--- config.mk ---
export PLATFORM = sky130hd
export DESIGN_NAME = regfile_write_arbiter
export DESIGN_NICKNAME = d
export VERILOG_FILES = /design/src/rtl/regfile_write_arbiter.sv
export SDC_FILE = /design/constraint.sdc
export NUM_CORES = 1
export LEC_CHECK = 0
export CAP_MARGIN = 20
export CORE_MARGIN = 2
export CORE_UTILIZATION = 41
export CTS_CLUSTER_SIZE = 28
export DETAILED_ROUTE_END_ITERATION = 7
export GPL_TIMING_DRIVEN = 0
export PLACE_DENSITY = 0.95
export SYNTH_ARGS = -nofsm -noshare
export SYNTH_HDL_FRONTEND = slang
export SYNTH_SLANG_ARGS = --single-unit
--- constraint.sdc ---
create_clock -name clk -period 2.7 [get_ports clk]
set_input_delay 0.54 -clock clk [delete_from_list [all_inputs] [get_ports clk]]
set_output_delay 0.54 -clock clk [all_outputs]
set_load 0.01 [all_outputs]
--- src/rtl/regfile_write_arbiter.sv ---
// regfile_write_arbiter
//   Owns the single write port of the register file. x0 is hardwired to zero.
//   After reset it clears x1..x(2**ADDR_W-1) to INIT_VALUE, one register per cycle.
//   It then shares the write port between two requesters using round-robin
//   arbitration with a valid/ready handshake:
//     requester 0 = ALU writeback, requester 1 = load/debug writeback.
//   Every accepted write reaches wr_* exactly one cycle after its handshake.
//
// Ports
//   clk, rst                            clock (rising edge), synchronous active-high reset
//   req0_valid/addr/data, req0_ready    requester 0 handshake
//   req1_valid/addr/data, req1_ready    requester 1 handshake
//   wr_ena, wr_addr, wr_data            registered register-file write port
//   init_done                           registered; high once the clear sweep has issued
module regfile_write_arbiter #(
  parameter int                DATA_W     = 32,
  parameter int                ADDR_W     = 5,
  parameter logic [DATA_W-1:0] INIT_VALUE = '0
) (
  input  logic              clk,
  input  logic              rst,
  input  logic              req0_valid,
  input  logic [ADDR_W-1:0] req0_addr,
  input  logic [DATA_W-1:0] req0_data,
  output logic              req0_ready,
  input  logic              req1_valid,
  input  logic [ADDR_W-1:0] req1_addr,
  input  logic [DATA_W-1:0] req1_data,
  output logic              req1_ready,
  output logic              wr_ena,
  output logic [ADDR_W-1:0] wr_addr,
  output logic [DATA_W-1:0] wr_data,
  output logic              init_done
);

  typedef enum logic {S_INIT, S_RUN} state_t;

  localparam logic [ADDR_W-1:0] LAST_ADDR  = '1;
  localparam logic [ADDR_W-1:0] FIRST_ADDR = ADDR_W'(1);

  state_t            state_reg;
  logic [ADDR_W-1:0] ptr_reg;
  logic              last_grant_reg;
  logic              wr_ena_reg;
  logic [ADDR_W-1:0] wr_addr_reg;
  logic [DATA_W-1:0] wr_data_reg;
  logic              init_done_reg;

  logic [1:0]        valid;
  logic [1:0]        grant;
  logic [1:0]        ready;
  logic [ADDR_W-1:0] addr_sel;
  logic [DATA_W-1:0] data_sel;

  assign valid = {req1_valid, req0_valid};

  // Round-robin: on contention the requester that did not win last time goes.
  always_comb begin
    grant = 2'b00;
    case (valid)
      2'b01:   grant = 2'b01;
      2'b10:   grant = 2'b10;
      2'b11:   grant = last_grant_reg ? 2'b01 : 2'b10;
      default: grant = 2'b00;
    endcase
  end

  // init_done is only ever set on entry to S_RUN, so it doubles as the
  // "arbitration open" qualifier for both readies.
  genvar gi;
  generate
    for (gi = 0; gi < 2; gi++) begin : g_ready
      assign ready[gi] = init_done_reg & grant[gi];
    end
  endgenerate

  assign req0_ready = ready[0];
  assign req1_ready = ready[1];

  // At most one ready is high, so a two-way mux selects the winner.
  assign addr_sel = ready[1] ? req1_addr : req0_addr;
  assign data_sel = ready[1] ? req1_data : req0_data;

  always_ff @(posedge clk) begin
    if (rst) begin
      state_reg      <= S_INIT;
      ptr_reg        <= FIRST_ADDR;
      last_grant_reg <= 1'b1;
      wr_ena_reg     <= 1'b0;
      wr_addr_reg    <= '0;
      wr_data_reg    <= '0;
      init_done_reg  <= 1'b0;
    end else if (state_reg == S_INIT) begin
      wr_ena_reg  <= 1'b1;
      wr_addr_reg <= ptr_reg;
      wr_data_reg <= INIT_VALUE;
      ptr_reg     <= ptr_reg + 1'b1;
      // init_done rises together with the last sweep write.
      if (ptr_reg == LAST_ADDR) begin
        state_reg     <= S_RUN;
        init_done_reg <= 1'b1;
      end
    end else begin
      if (|ready) begin
        // A write to x0 is accepted but never reaches the register file.
        wr_ena_reg     <= (addr_sel != '0);
        wr_addr_reg    <= addr_sel;
        wr_data_reg    <= data_sel;
        last_grant_reg <= ready[1];
      end else begin
        wr_ena_reg <= 1'b0;
      end
    end
  end

  assign wr_ena    = wr_ena_reg;
  assign wr_addr   = wr_addr_reg;
  assign wr_data   = wr_data_reg;
  assign init_done = init_done_reg;

endmodule
==> out/results.txt, run 1 <==
outcome = complete, no violations
CP max stage delay = 0.55 ns
Synth top area share = 44.9%
sequential-to-total area share from yosys stat = 44.9%
# H-tree levels = 2
Min-Delay Path Class = reg -> reg
data required time at the worst endpoint = 2.16 ns
CP Cell Sequence = clkdlybuf4s50_1 > a21boi_4 > and2_1 > clkdlybuf4s50_1
postcts setup bufs = 0
antenna-violating nets left = 0
static leakage power = 1.14 nW
Worst-Margin Slew = 0.475 ns
Buf/Inv on CP = 2
Pwr Density = 415 mW/mm²
Yosys reg bits = 46
top post-synthesis cells by area = dfxtp_1 (45%), a32oi_1 (14%), o2bb2ai_1 (14%)
number of clock sinks = 46
Mean Syn Cell Area = 10.8 µm²
worst-path maximum fanout = 4
CTS resizes = 0
Final #Nets = 393
via count = 2103
DP Wirelength = 4790 µm
post-route setup TNS = 0 ns
worst-skew pair later-pin latency = 0.30 ns
total track usage = 21.8%
Crit-path slowest cell = clkdlybuf4s50_1
RD Place Congestion = 0.773
worst path arrival time = 2.05 ns
Syn Inst Count = 189
fill count = 368
WP depth = 4
Max Clock Skew = 0.00523 ns
area of the multi-input gates = 0.00101 mm²
Worst setup EP type = output port
first-pass GRT wire length = 9250 µm
Main synth FF type = dfxtp_1
first-pass iteration count of the detailed router = 4
Total Wirelength = 6220 µm
DR iter-0 viols = 83
Die Y = 74.7 µm
adder-cell share of the synthesized area = 1.22%
most common cell after layout, fill and taps aside = clkdlybuf4s50_1
final worst-path cycle share = 95.8%
largest net degree at the start of global routing = 14
CP delay by family, top = buffers and inverters
Yosys top cell by area = dfxtp_1
hold wc startpoint = wr_data[15]$_SDFFE_PP0P_
multiplexer area fraction after synthesis = 0.977%
die area = 0.00558 mm²
register area = 921 µm²
R2R Path Start = state_reg$_SDFF_PP0_
Layout area overhead = 66.7%
I/O pins = 119
n_diodes = 0
number of flops mapped to enable cells by yosys = 0
Core Region = 0.00479 mm²
DR vias/cell = 5.53
antenna violations before repair = 0
port buffer count = 117
row count = 25
worst vdd ir = 0.000267 V
Worst Reg-to-Reg Cells = 5
hold path depth = 1
Synth Area in Simple Gates = 10.3%
cts hold-fix bufs = 0
CP Class = in -> out
vias in the first global route = 1999
# Max-Cap Violations = 0
Setup-failing EPs final = 0
CTS buffer count = 5
GR Overflow Total = 0
most frequent cells in the layout = clkdlybuf4s50_1 (117), dfxtp_1 (46), a32oi_1 (32), o2bb2ai_1 (32), nor2_1 (10)
# DRC = 0
initial core utilization = 42.8%
post-synthesis compound-gate area fraction = 35.5%
DR WL/cell = 16.4 µm
chip width = 74.7 µm
crit path launch = req1_valid
number of flip-flops under the largest register name = 32
count of cell types in the netlist = 35
Tot Pwr = 1.42 mW
Root Buffer = clkbuf_8
Ys Warns = 0
Final Core Density = 71.4%
relative slew slack = 68.3%
CTS tree = done
final hold viol count = 0
cell mode on critical path = clkdlybuf4s50_1
xor and xnor area share after synthesis = 1.28%
Mapped Area = 0.00205 mm²
layout cell share with drive strength beyond 1 = 7.67%
Max clock buf depth = 2
Async SR Flop Fraction = 0%
fin crit period = 2.59 ns
unrepaired setup endpoints after global routing = false
largest family of logic cells by synthesized area = compound AO/OA/AOI/OAI gates
Startpoint Class = input pin
syn nets = 269
Peak Freq = 0.387 GHz
clk slew on worst S/H paths = 0.08 ns
final slew viol count = 0
stage by stage:
stage                     area (µm²)  hold slack, ns  std cells  setup slack (ns)
after global routing            3420           0.483        380            0.0559
after floorplan                 2050           0.470        189              1.06
final                           3420           0.468        380             0.113
after CTS                       3420           0.471        380             0.103
after global placement          3300           0.444        373             0.114
after detailed placement        3300           0.447        373             0.108
power breakdown:
part / leakage, nW / internal (mW) / switching [mW]
logic: 0.711 / 0.138 / 0.0647
clock network: 0.0573 / 0.296 / 0.221
registers: 0.372 / 0.689 / 0.00989
total: 1.14 / 1.12 / 0.295
Yosys cell counts (all sizes together), types with 2 or more instances:
library cell	count
mux2i	2
nand3b	5
nor3	2
or4	2
nor2	10
o21a	6
a2111oi	2
o2bb2ai	32
a32oi	32
buf	13
xor2	2
dfxtp	46
or3	5
nand2b	2
clkbuf	7
nand2	3
ha	2
a32o	5
nor2b	2
layout make-up:
cell class / count / share of cell area (%)
inverters: 1 / 0.110
flip-flops and latches: 46 / 26.9
repair buffers: 117 / 34.3
clock inverters: 1 / 0.879
well taps: 67 / 2.45
multi-input cells: 122 / 29.6
clock buffers: 6 / 2.42
plain buffers: 20 / 3.33
routing by layer:
metal	wire length [µm]	vias to the layer above	track usage, %
met5	0	-	0
li1	-	1021	-
met4	46	0	5.36
met2	3040	87	38.9
met1	2580	990	25.6
met3	544	5	6.69
final timing paths:
| path | end | slack [ns] |
|---|---|---|
| max | req1_ready | 0.11 |
| min | wr_data[15]$_SDFFE_PP0P_ | 0.47 |
| max reg2reg | wr_data[6]$_SDFFE_PP0P_ | 1.17 |
| min reg2reg | wr_data[15]$_SDFFE_PP0P_ | 0.47 |
logic make-up after synthesis:
| logic type | count (synthesis) |
|---|---|
| xor+xnor | 3 |
| fa+ha+maj | 2 |
| buf+inv | 21 |
| flops | 46 |
| simple gates | 35 |
| compound gates | 80 |
| mux | 2 |
Power figures use the tool's default switching activity.
==> run 2: changes to the inputs <==
CAP_MARGIN = default   (was 20)
==> results of run 2 <==
Same layout as run 1: the final DEF is identical, and so are final timing and power.
==> run 3: changes to the inputs <==
CTS_CLUSTER_SIZE = 24   (was 28)
==> results of run 3 <==
Same layout as run 1: the final DEF is identical, and so are final timing and power.
